`config.mk`:
```
export PLATFORM = sky130hd
export DESIGN_NAME = lcd_char_writer
export DESIGN_NICKNAME = d
export VERILOG_FILES = /design/src/rtl/lcd_pkg.sv /design/src/rtl/lcd_char_writer_timer.sv /design/src/rtl/lcd_char_writer.sv
export SDC_FILE = /design/constraint.sdc
export NUM_CORES = 1
export LEC_CHECK = 0
export ABC_CLOCK_PERIOD_IN_PS = 2320
export CAP_MARGIN = 15
export CORE_ASPECT_RATIO = 0.7
export CORE_UTILIZATION = 40
export CTS_CLUSTER_SIZE = 20
export DETAILED_ROUTE_END_ITERATION = 8
export GPL_ROUTABILITY_DRIVEN = 0
export PLACE_DENSITY = 0.72
export SYNTH_ARGS = -nofsm -noshare
export SYNTH_HDL_FRONTEND = slang
export SYNTH_SLANG_ARGS = --single-unit
```
`constraint.sdc`:
```
create_clock -name clk -period 2.32 [get_ports clk]
set_input_delay 0.464 -clock clk [delete_from_list [all_inputs] [get_ports clk]]
set_output_delay 0.464 -clock clk [all_outputs]
set_load 0.01 [all_outputs]
```
`src/rtl/lcd_pkg.sv`:
```
// lcd_pkg: controller states, HD44780 command bytes and enable timing shared by lcd_char_writer.
package lcd_pkg;
  typedef enum logic [2:0] {POWERUP, INIT, CLR_WAIT, ADDR, CHAR, HOLD} state_t;
  localparam logic [7:0] CMD_FUNC  = 8'h38;
  localparam logic [7:0] CMD_DISP  = 8'h0C;
  localparam logic [7:0] CMD_ENTRY = 8'h06;
  localparam logic [7:0] CMD_CLEAR = 8'h01;
  localparam logic [7:0] CMD_LINE1 = 8'h80;
  localparam logic [7:0] CMD_LINE2 = 8'hC0;
  localparam int E_START = 4;
  function automatic logic [7:0] init_cmd(input logic [1:0] i);
    return i == 2'd0 ? CMD_FUNC : i == 2'd1 ? CMD_DISP : i == 2'd2 ? CMD_ENTRY : CMD_CLEAR;
  endfunction
endpackage

```
`src/rtl/lcd_char_writer_timer.sv`:
```
// lcd_step_timer: free-running step counter with wrap, char-latch and enable-window strobes.
module lcd_step_timer
  import lcd_pkg::*;
#(
  parameter int STEP_CYCLES = 50000,
  parameter int E_CYCLES    = 25
) (
  input  logic clk,
  input  logic rst,
  output logic wrap,
  output logic latch,
  output logic e_next
);
  localparam int CW = $clog2(STEP_CYCLES);
  localparam logic [CW-1:0] LAST  = CW'(STEP_CYCLES - 1);
  localparam logic [CW-1:0] LATCH = CW'(E_START - 2);
  // window is one cycle early so the registered enable lands on E_START
  localparam logic [CW-1:0] E_ON  = CW'(E_START - 1);
  localparam logic [CW-1:0] E_OFF = CW'(E_START - 1 + E_CYCLES);
  logic [CW-1:0] cnt;
  assign wrap   = cnt == LAST;
  assign latch  = cnt == LATCH;
  assign e_next = cnt >= E_ON && cnt < E_OFF;
  always_ff @(posedge clk or posedge rst)
    if (rst) cnt <= '0;
    else cnt <= wrap ? '0 : cnt + 1'b1;
endmodule

```
`src/rtl/lcd_char_writer.sv`:
```
// lcd_char_writer: initialises a 16x2 character LCD and refreshes 32 characters continuously.
// LCD_HOLD_EN enables freezing the refresh in HOLD at the frame boundary while hold is high.
module lcd_char_writer
  import lcd_pkg::*;
#(
  parameter int STEP_CYCLES   = 50000,
  parameter int E_CYCLES      = 25,
  parameter int POWERUP_STEPS = 20
) (
  input  logic       clk,
  input  logic       rst,
  output logic [4:0] index,
  input  logic [7:0] char_in,
  input  logic       hold,
  output logic       lcd_e,
  output logic       lcd_rs,
  output logic       lcd_rw,
  output logic [7:0] lcd_data,
  output logic       ready,
  output logic       frame_done
);
`ifdef LCD_HOLD_EN
  localparam bit HOLD_EN = 1'b1;
`else
  localparam bit HOLD_EN = 1'b0;
`endif
  localparam int SW = $clog2(POWERUP_STEPS + 4);
  localparam logic [SW-1:0] PU_LAST = SW'(POWERUP_STEPS - 1);
  state_t state;
  logic [SW-1:0] steps;
  logic wrap, latch, e_next, write_step;
  logic [7:0] wdata;
  lcd_step_timer #(.STEP_CYCLES(STEP_CYCLES), .E_CYCLES(E_CYCLES)) u_timer (
    .clk(clk), .rst(rst), .wrap(wrap), .latch(latch), .e_next(e_next)
  );
  assign lcd_rw = 1'b0;
  assign write_step = state inside {INIT, ADDR, CHAR};
  assign wdata = state == INIT ? init_cmd(steps[1:0]) :
                 state == ADDR ? (index[4] ? CMD_LINE2 : CMD_LINE1) : char_in;
  always_ff @(posedge clk or posedge rst)
    if (rst) begin
      state      <= POWERUP;
      steps      <= '0;
      index      <= '0;
      lcd_e      <= 1'b0;
      lcd_rs     <= 1'b0;
      lcd_data   <= '0;
      ready      <= 1'b0;
      frame_done <= 1'b0;
    end else begin
      lcd_e      <= write_step && e_next;
      frame_done <= 1'b0;
      if (latch && write_step) begin
        lcd_data <= wdata;
        lcd_rs   <= state == CHAR;
      end
      if (wrap) begin
        steps <= steps + 1'b1;
        case (state)
          POWERUP:  if (steps == PU_LAST) begin state <= INIT; steps <= '0; end
          INIT:     if (steps == SW'(3)) begin state <= CLR_WAIT; steps <= '0; end
          CLR_WAIT: if (steps == SW'(1)) begin state <= ADDR; ready <= 1'b1; end
          ADDR:     state <= CHAR;
          CHAR: begin
            index <= index + 1'b1;
            if (index == 5'd15) state <= ADDR;
            else if (index == 5'd31) begin
              frame_done <= 1'b1;
              state      <= (HOLD_EN && hold) ? HOLD : ADDR;
            end
          end
          HOLD:     if (!hold) state <= ADDR;
          default:  state <= POWERUP;
        endcase
      end
    end
endmodule

```
### Word level (Yosys, flattened, before mapping)

Index checks and enable logic that the tools add are counted.

* add/sub/neg operators: 3
* $lt $le $gt $ge: 2
* equality and inequality tests: 19
* mux-type cells: 21
* reductions and logical operators: 9

Operators with widths (count)
* $mux W3: 7
* $pmux W3 S6: 1
* $add A16 B1 Y16 const B: 1
* $eq A16 B16 Y1 const B: 1
* $eq A16 B2 Y1 const B: 1
* $ge A16 B2 Y1 const B: 1
* $lt A16 B5 Y1 const B: 1
* $mux W16: 1
* $mux W8: 2
* $add A5 B1 Y5 const B: 2
* $eq A5 B5 Y1 const B: 2
* $mux W5: 2
* $pmux W5 S2: 1
* $mux W7: 1
* $eq A3 B2 Y1 const B: 2
* $eq A3 B3 Y1 const B: 2
* $mux W6: 1
* $ne A2 B2 Y1 const B: 3
* $reduce_and A6 Y1: 1
* $eq A5 B1 Y1 const B: 1
* $eq A5 B2 Y1 const B: 1
* $eq A5 B4 Y1 const B: 1
* $mux W1: 4
* $mux W4: 1
* other kinds (11): 13

* flip-flop bits (word level): 41
* bits of input ports: 11
* output and inout port bits: 18
* word-level logic and storage cells: 63

### Longest topological paths before layout

Gate-level depths: netlist of run 1.

* depth after elaboration: 5
* mapped depth: 7
* mapped depth without buffers: 7

### Hierarchy

Synthesis of run 1 repeated with hierarchy kept, for this count alone.

* cells, all modules: 220
* area total of the unflattened synthesis: 2307.2 um^2

By module, submodules not included
* lcd_char_writer: times used 1, cells each 140, area each 1472.7 um^2, sequential area each 625.6 um^2
* lcd_step_timer: times used 1, cells each 80, area each 834.6 um^2, sequential area each 400.4 um^2

### Worst setup path after synthesis of run 1

No wires, ideal clock.

* path kind: reg2reg
* start: reg u_timer.cnt[11]
* end: reg steps[4]
* setup time: 0.087 ns
* arrival time: 1.988 ns
* required time: 2.233 ns
* slack: 0.245 ns
* cell stages (with the launch flop): 5
* buffers on the path: 0
* period minus slack after synthesis: 2.075 ns
* cell sequence: dfrtp_1 > or4_4 > or4_1 > or4_1 > o211ai_1

* word-level cells in the longest chain between the ends: 1

Ends and longest elaborated chain
* from (decl): RTL line lcd_char_writer_timer.sv:20 `logic [CW-1:0] cnt;`
* from (signal assigned): RTL line lcd_char_writer_timer.sv:26 `else cnt <= wrap ? '0 : cnt + 1'b1;`
* $eq A16 B16 Y1: RTL line lcd_char_writer_timer.sv:21 `assign wrap = cnt == LAST;`
* to (signal assigned): RTL line lcd_char_writer.sv:58 `steps <= steps + 1'b1;`
* to (decl): RTL line lcd_char_writer.sv:30 `logic [SW-1:0] steps;`

Every way passes these cells.
A chain may end at the register's enable or synchronous reset.

### Worst setup path after layout of run 1

* start: reg u_timer.cnt[11]
* end: reg state[0]

* word-level cells in the longest chain between the ends: 2

Ends and longest elaborated chain
* $eq A16 B16 Y1: RTL line lcd_char_writer_timer.sv:21
* $reduce_and A6 Y1 (no source line)
* to (signal assigned): RTL line lcd_char_writer.sv:69 `state <= (HOLD_EN && hold) ? HOLD : ADDR;`
* to (decl): RTL line lcd_char_writer.sv:29 `state_t state;`

Every way passes these cells.

==> results.toml, run 1 <==
[synth]
synth.avg_cell_area_sq_um = 10.4
synth_xor_area_share_pct = 6.46
synthCells = 208
yosys.area_share.simple_pct = 20.8
synth_nets = 229
synthMuxAreaShare_pct = 6.69
synth_edf_count = 0
synth.distinct_cells = 44
netlist_area_sq_mm = 0.00217
synth_seq_cells = 41
synth_compound_area_share_pct = 9.57
yosys_warnings = 0
ys_seq_area_share_pct = 47.3
synth_flop_cell = "dfrtp_1"
synth_top_family_by_area = "simple AND/OR/NAND/NOR gates"
synthAdderAreaFrac_pct = 5.77
ys_async_sr_fraction_pct = 100

[critical_path]
slowest_stage = "or4_4"
slowest_delay_ns = 0.57
path_delay_family = "simple AND/OR/NAND/NOR gates"
path_cells = "or4_4 -> or4_1 -> buf_4 -> a211oi_1 -> o211a_1"
worstSetupStartpointType = "flop"
required_ns = 2.55
worst-path-max-fanout = 10
path_buf_inv = 1
crit_type = "reg -> reg"
cp.arrival_ns = 2.43
end_kind = "flop"

[sta]
hold_slack_ns = 0.500
clock.fmax_mhz = 456
drv_slew = 0
rsz0062_at_grt = "false"
setup_viol = 0
max_slew_margin_pct = 62.7
tns_ns = 0
worst_pin_slew_ns = 0.555
min_period_ns = 2.19
finalHoldViolCount = 0
fin_crit_sh_pct = 94.5
fin_worst_skew_ns = 0.00800
setup_slack_ns = 0.128

[placed_design]
preCtsSetupSlack_ns = 0.142
dp_hpwl_um = 3390
place_area_sq_mm = 0.00258
place_inst = 311
io_buffers = 27

[floorplan]
fp.dieH_um = 63.6
initial_core_util_pct = 41.5
core_sq_mm = 0.00523
pin_count = 29
row_count = 22
die_w_um = 90.0
design.die.area_sq_mm = 0.00573

[status]
status = "completed"

[drt]
firstDrtPassIters = 4
routed_wl_um = 4620
drtAntennaViolNets = 0
num_vias = 1699
wl_per_cell_um = 14.5
via_per_inst = 5.34
drtIter0Drc = 133
drc = 0

[layout]
fin_util_pct = 51.4
final_cells = 318
final_cell_mix = "dfrtp_1, clkdlybuf4s50_1, nand2_1"
area_delta_synth_final_pct = 23.9
n_antenna_cell = 0
nets = 267
fin_area_sq_mm = 0.00269
drive_gt1_share_pct = 14.6
layout_commonest_cell = "dfrtp_1"

[power]
p_total_mw = 1.31
irDropWorstVdd_mv = 0.312
leakagePower_nw = 1.22
p_per_area_mw_per_mm2 = 487

[grt]
grt_pass1_wl_um = 8170
met2_usage_pct = 24.5
gr-usage-met1_pct = 27.7
grt_pass1_vias = 1637
grt_max_degree = 42
use_met3_pct = 4.11
grt_use_total_pct = 18.3
antenna_found_initial = 0
overflow = 0
grt.busiest_layer = "met1"

[clock_tree]
cts_sinks = 41
clkTransAtPathRegs_ns = 0.08
hold_buffers = 0
cts_tree = "yes"
h-tree-depth = 2
postCtsResizedCells = 0
max-clock-path-buffers = 2
clock-root-buffer = "clkbuf_8"
clock_latency_ns = 0.29
cts_buffers = 5
cts_setup_buffers = 0

[flow_run]
max-cap-violations = 0

[hold_path]
hp-class = "reg -> reg"
routing by layer:
layer	part of all wire, %	up-vias
met5	0	-
met4	1.5	0
li1	-	827
met1	51	812
met2	42	53
met3	5.5	7
kinds of logic after synthesis:
logic type | after synthesis
buf+inv | 17
xor+xnor | 16
fa+ha+maj | 10
mux | 13
simple gates | 80
other cells | 1
compound gates | 30
flops | 41
power breakdown:
part | leakage (nW) | internal (mW) | switching (mW)
clock | 0.0540 | 0.313 | 0.241
sequential | 0.532 | 0.714 | 0
combinational | 0.630 | 0.0204 | 0.0195
cell usage after synthesis (all sizes together) (2+ instances only):
cell | number | share of area [%]
o31ai | 2 | 0.69
nor4 | 4 | 1.4
buf | 3 | 0.81
mux2 | 12 | 6.2
nand2b | 2 | 0.58
a22o | 5 | 2.0
nand2 | 14 | 2.4
or4 | 4 | 1.6
nand3 | 10 | 2.3
and3 | 7 | 2.0
a21oi | 4 | 0.92
xor2 | 7 | 2.8
o21ai | 9 | 2.1
xnor2 | 9 | 3.6
nor2 | 13 | 2.2
inv | 9 | 1.6
ha | 10 | 5.8
o211ai | 2 | 0.69
nor3 | 6 | 1.6
clkbuf | 5 | 0.87
dfrtp | 41 | 47
and4 | 2 | 0.81
or3 | 2 | 0.58
nand4 | 8 | 2.3
and2 | 3 | 0.87
state kept, by name, indices dropped and copies added (netlist names):
| name | flops |
|---|---|
| frame_done | 1 |
| index | 5 |
| lcd_data | 8 |
| lcd_e | 1 |
| lcd_rs | 1 |
| ready | 1 |
| state | 3 |
| steps | 5 |
| u_timer.cnt | 16 |
worst paths after layout:
kind	startpoint	to	slack, ns	depth (start not counted)
max	u_timer.cnt[11]	state[0]	0.13	5
min	u_timer.cnt[11]	u_timer.cnt[11]	0.50	1
max reg2reg	u_timer.cnt[11]	state[0]	0.13	5
min reg2reg	u_timer.cnt[11]	u_timer.cnt[11]	0.50	1
max in group asynchronous	rst	lcd_data[0]	1.37	3
min in group asynchronous	rst	u_timer.cnt[1]	0.60	3
layout make-up:
type / count / area, sq um
Fill cell: 501 / 2540
Multi-Input combinational cell: 150 / 1070
Sequential cell: 41 / 1030
Timing Repair Buffer: 39 / 360
Tap cell: 72 / 90.1
Clock buffer: 5 / 68.8
Clock inverter: 2 / 35.0
Inverter: 9 / 33.8
Power figures use the tool's default switching activity.
==> run 2, diff against run 1 <==
Settings changed: ABC_CLOCK_PERIOD_IN_PS 2320 to 2710, DONT_BUFFER_PORTS set to 1, PLACE_DENSITY 0.72 to 0.65, SKIP_CTS_REPAIR_TIMING set to 1.
Clock period 2.32 ns to 2.71 ns, I/O delays scaled along.
==> run 2 against run 1 <==
Worst hold slack worse by 0.24 ns. Flip-flop and latch count unchanged. Worst setup slack better by 0.36 ns. Clock skew down 0.0011 ns. First-iteration DRC count up 16%. Non-clock buffer count down 35. Largest cell class unchanged. Highest routed layer unchanged.
==> results.toml, run 2 (synthesis gave the netlist of run 1 again) <==
[status]
status = "completed"

[clock_tree]
h-tree-depth = 2
cts_buffers = 5
clock_latency_ns = 0.29
clkTransAtPathRegs_ns = 0.08
clock-root-buffer = "clkbuf_8"
cts_sinks = 41
max-clock-path-buffers = 2
cts_tree = "yes"

[layout]
n_antenna_cell = 0
drive_gt1_share_pct = 13.7
largest_register_ffs = 16
nets = 232
area_delta_synth_final_pct = 9.40
final_cell_mix = "dfrtp_1, nand2_1, nor2_1"
largest-register = "u_timer.cnt"
reg_top3 = "u_timer.cnt x16, lcd_data x8"
layout_commonest_cell = "dfrtp_1"
fillers = 498

[critical_path]
end_kind = "flop"
slowest_delay_ns = 0.55
worst-path-max-fanout = 10
r2r-start = "u_timer.cnt[12]"
rrSetupSlack_ns = 0.49
r2r_end = "state[0]"
path_delay_family = "simple AND/OR/NAND/NOR gates"
reg2regPathDepth = 5
path_buf_inv = 1
cp.arrival_ns = 2.46
worstSetupStartpointType = "flop"
path_cells = "or4_4 -> or4_1 -> buf_4 -> a211oi_1 -> o211a_1"
slowest_stage = "or4_1"
crit_type = "reg -> reg"
required_ns = 2.95

[drt]
drtAntennaViolNets = 0
firstDrtPassIters = 4
drc = 0
via_per_inst = 5.48
drtIter0Drc = 154
routed_wl_um = 4360
num_vias = 1556
wl_per_cell_um = 15.4

[grt]
antenna_found_initial = 0
grt.busiest_layer = "met1"
grt_max_degree = 42
use_met3_pct = 4.47
grt_pass1_vias = 1474
grt_pass1_wl_um = 7520
gr-usage-met1_pct = 25.5
overflow = 0
met2_usage_pct = 22.4
grt_use_total_pct = 16.8

[sta]
min_period_ns = 2.22
max_slew_margin_pct = 56.8
worst_pin_slew_ns = 0.642
rsz0062_at_grt = "false"
setup_viol = 0
fin_worst_skew_ns = 0.00694
fin_crit_sh_pct = 82.0
clock.fmax_mhz = 450
drv_slew = 0
tns_ns = 0
finalHoldViolCount = 0

[placed_design]
dp_hpwl_um = 3150
io_buffers = 0

[floorplan]
initial_core_util_pct = 41.5
core_sq_mm = 0.00523
fp.dieH_um = 63.6
pin_count = 29
die_w_um = 90.0
row_count = 22
design.die.area_sq_mm = 0.00573

[flow_run]
max-cap-violations = 0

[power]
p_total_mw = 1.15
irDropWorstVdd_mv = 0.345
p_per_area_mw_per_mm2 = 483
leakagePower_nw = 1.08

[hold_path]
hp-class = "in -> async"
-- run 2: changes by cell type in the layout (fill, tap and decap cells not counted) --
cell	previous run	this run
clkdlybuf4s50_1	27	0
buf_4	12	4
clkbuf_8	5	6
clkinv_2	1	0
clkinvlp_4	0	1
-- run 2: stage by stage --
step	hold slack (ns)	instance area, sq um	util (%)	worst slack, ns	cells
floorplan	0.459	2170	-	0.635	208
global placement	0.481	2250	43.1	0.576	276
detailed placement	0.485	2250	43.1	0.545	276
CTS	0.282	2370	45.4	0.522	284
global route	0.310	2370	45.4	0.415	284
finish	0.263	2370	45.4	0.488	284
-- run 2: report_power, final --
| group | switching (mW) | leakage, nW | internal [mW] |
|---|---|---|---|
| sequential | 0 | 0.532 | 0.611 |
| combinational | 0.0143 | 0.493 | 0.00517 |
| clock | 0.216 | 0.0574 | 0.300 |
| total | 0.231 | 1.08 | 0.916 |
-- run 2: how the worst max path moves through the flow --
stage | start | endpoint | slack (ns) | depth (start not counted)
2_1_floorplan | u_timer.cnt[11] | steps[4] | 0.64 | 4
3_3_place_gp | u_timer.cnt[12] | steps[4] | 0.58 | 4
3_5_place_dp | u_timer.cnt[12] | state[0] | 0.54 | 5
4_1_cts | u_timer.cnt[12] | state[0] | 0.52 | 5
5_1_grt | u_timer.cnt[12] | steps[2] | 0.41 | 4
6_report | u_timer.cnt[12] | state[0] | 0.49 | 5
-- run 2: layout make-up --
| type | instances | area [sq um] | area share, % |
|---|---|---|---|
| inverter | 9 | 33.8 | 1.42 |
| sequential | 41 | 1030 | 43.2 |
| timing repair buffer | 4 | 30.0 | 1.27 |
| tap | 72 | 90.1 | 3.80 |
| clock buffer | 6 | 82.6 | 3.48 |
| multi-input combinational | 150 | 1070 | 45.2 |
| clock inverter | 2 | 37.5 | 1.58 |
-- run 2: metal layers --
layer | share of wire [%] | wire length [um] | vias up
met3 | 6.7 | 292 | 2
met5 | 0 | 0 | -
met2 | 39 | 1710 | 50
met1 | 53 | 2320 | 747
met4 | 0.99 | 43 | 0
li1 | - | - | 757
-- run 2: worst register-to-register path, cell delays in order, from the launching register on --
cell and delay [ns]:
dfrtp_1 0.45, or4_4 0.52, or4_1 0.55, buf_4 0.19
a211oi_1 0.26, o211a_1 0.19
==> run 3, diff against run 2 <==
Settings changed: ABC_CLOCK_PERIOD_IN_PS 2710 to 2000, PLACE_DENSITY 0.65 to 0.67.
Clock period 2.71 ns to 2 ns, I/O delays scaled along.
==> run 3 against run 2 <==
The flow now finishes with violations (setup timing). Cell area is 8.2% higher. Combinational power increased by 38%. Flip-flop and latch count unchanged. Worst hold slack lost 0.13 ns. Largest cell class unchanged.
==> results.toml, run 3 (synthesis gave the netlist of run 1 again) <==
[status]
status = "complete, but fails checks"
violations = "setup timing"

[sta]
drv_slew = 0
setup_slack_ns = -0.0495
fin_worst_skew_ns = 0.0104
max_slew_margin_pct = 54.5
hold_slack_ns = 0.133
setup_viol = 4
worst_pin_slew_ns = 0.677
rsz0062_at_grt = "true"
clock.fmax_mhz = 488
tns_ns = -0.0987
finalHoldViolCount = 0
min_period_ns = 2.05
fin_crit_sh_pct = 102

[floorplan]
die_w_um = 90.0
row_count = 22
core_sq_mm = 0.00523
fp.dieH_um = 63.6
initial_core_util_pct = 41.5
design.die.area_sq_mm = 0.00573
pin_count = 29

[layout]
final_cell_mix = "dfrtp_1, buf_4, nand2_1"
largest-register = "u_timer.cnt"
drive_gt1_share_pct = 24.9
fillers = 483
nets = 254
area_delta_synth_final_pct = 18.3
reg_top3 = "u_timer.cnt x16, lcd_data x8"
layout_commonest_cell = "dfrtp_1"
n_antenna_cell = 0
seqCellArea_sq_mm = 0.00103
multi_input_area_sq_mm = 0.00113
largest_register_ffs = 16

[critical_path]
end_kind = "flop"
slowest_stage = "or4_4"
required_ns = 2.22
slowest_delay_ns = 0.56
cp.arrival_ns = 2.27
worstSetupStartpointType = "flop"
path_delay_family = "simple AND/OR/NAND/NOR gates"
worstSetupPathDepth = 4
crit_end = "steps[4]"
critPathLaunch = "u_timer.cnt[7]"
rrSetupSlack_ns = -0.05
r2r_end = "steps[4]"
r2r-start = "u_timer.cnt[7]"
path_buf_inv = 0
worst-path-max-fanout = 3
path_cells = "or4bb_4 -> or4_4 -> or4_1 -> o211ai_1"
reg2regPathDepth = 4
crit_type = "reg -> reg"

[power]
p_int_mw = 1.11
comb_power_share_pct = 1.9
switching_power_uw = 299
irDropWorstVdd_mv = 0.269
leakagePower_nw = 1.21
p_total_mw = 1.41
p_per_area_mw_per_mm2 = 549
pwr-share-seq_pct = 58.8
p_clk_share_pct = 39.3
p_sw_share_pct = 21.2

[grt]
grt_use_total_pct = 17.9
grt_pass1_wl_um = 8020
overflow = 0
grt_max_degree = 42
antenna_found_initial = 0
grt_pass1_vias = 1539

[drt]
routed_wl_um = 4800
num_vias = 1688
via_per_inst = 5.53
drc = 0
drtAntennaViolNets = 0
wl_per_cell_um = 15.7
firstDrtPassIters = 4
drtIter0Drc = 150

[clock_tree]
clkTransAtPathRegs_ns = 0.08
clock_latency_ns = 0.29
max-clock-path-buffers = 2
cts_buffers = 5
clock-root-buffer = "clkbuf_8"
cts_tree = "yes"
h-tree-depth = 2
cts_sinks = 41

[placed_design]
dp_hpwl_um = 3420
io_buffers = 0

[flow_run]
max-cap-violations = 0

[hold_path]
hp-class = "in -> async"
[run 3: changes by cell type in the layout (fill, tap and decap cells not counted), moves of 3 or more]
cell / delta
buf_4: +21
o21ai_0: -6
o21ai_1: +3
o21ai_2: +3
[run 3: worst min-delay path by stage]
stage	endpoint	cells after the start
floorplan	u_timer.cnt[11]	1
global placement	u_timer.cnt[1]	2
detailed placement	frame_done	2
CTS	state[0]	2
global route	frame_done	2
finish	u_timer.cnt[1]	2
[run 3: cell type report]
type / instances / share of cell area [%]
timing repair buffer: 26 / 7.75
tap: 72 / 3.51
inverter: 9 / 1.32
sequential: 41 / 40.0
multi-input combinational: 150 / 44.1
clock buffer: 7 / 3.36
[run 3: layer usage]
layer  wire [um]  global-route usage [%]
met2        1910                    21.9
met1        2620                    29.1
met4          38                    4.64
met5           0                       0
met3         223                    5.31
[run 3: worst reg2reg max path, stage by stage (launching register included)]
cell and delay, ns:
dfrtp_1 0.38, or4bb_4 0.54, or4_4 0.56, or4_1 0.41, o211ai_1 0.09
[run 3: power groups by stage]
stage / clock network, mW / logic, mW / registers [mW]
floorplan: 0 / 0.0217 / 0.845
global placement: 0 / 0.0274 / 0.845
detailed placement: 0 / 0.0278 / 0.845
CTS: 0.574 / 0.0279 / 0.828
global route: 0.611 / 0.0318 / 0.828
finish: 0.553 / 0.0268 / 0.828
[run 3: metrics by stage]
stage	cells	cell area (sq um)	utilization [%]	worst slack, ns
2_1_floorplan	208	2190	-	-0.0577
3_3_place_gp	296	2420	46.3	-0.0148
3_5_place_dp	296	2420	46.3	-0.0627
4_1_cts	303	2510	47.9	-0.0763
5_1_grt	305	2570	49.1	-0.112
6_report	305	2570	49.1	-0.0495
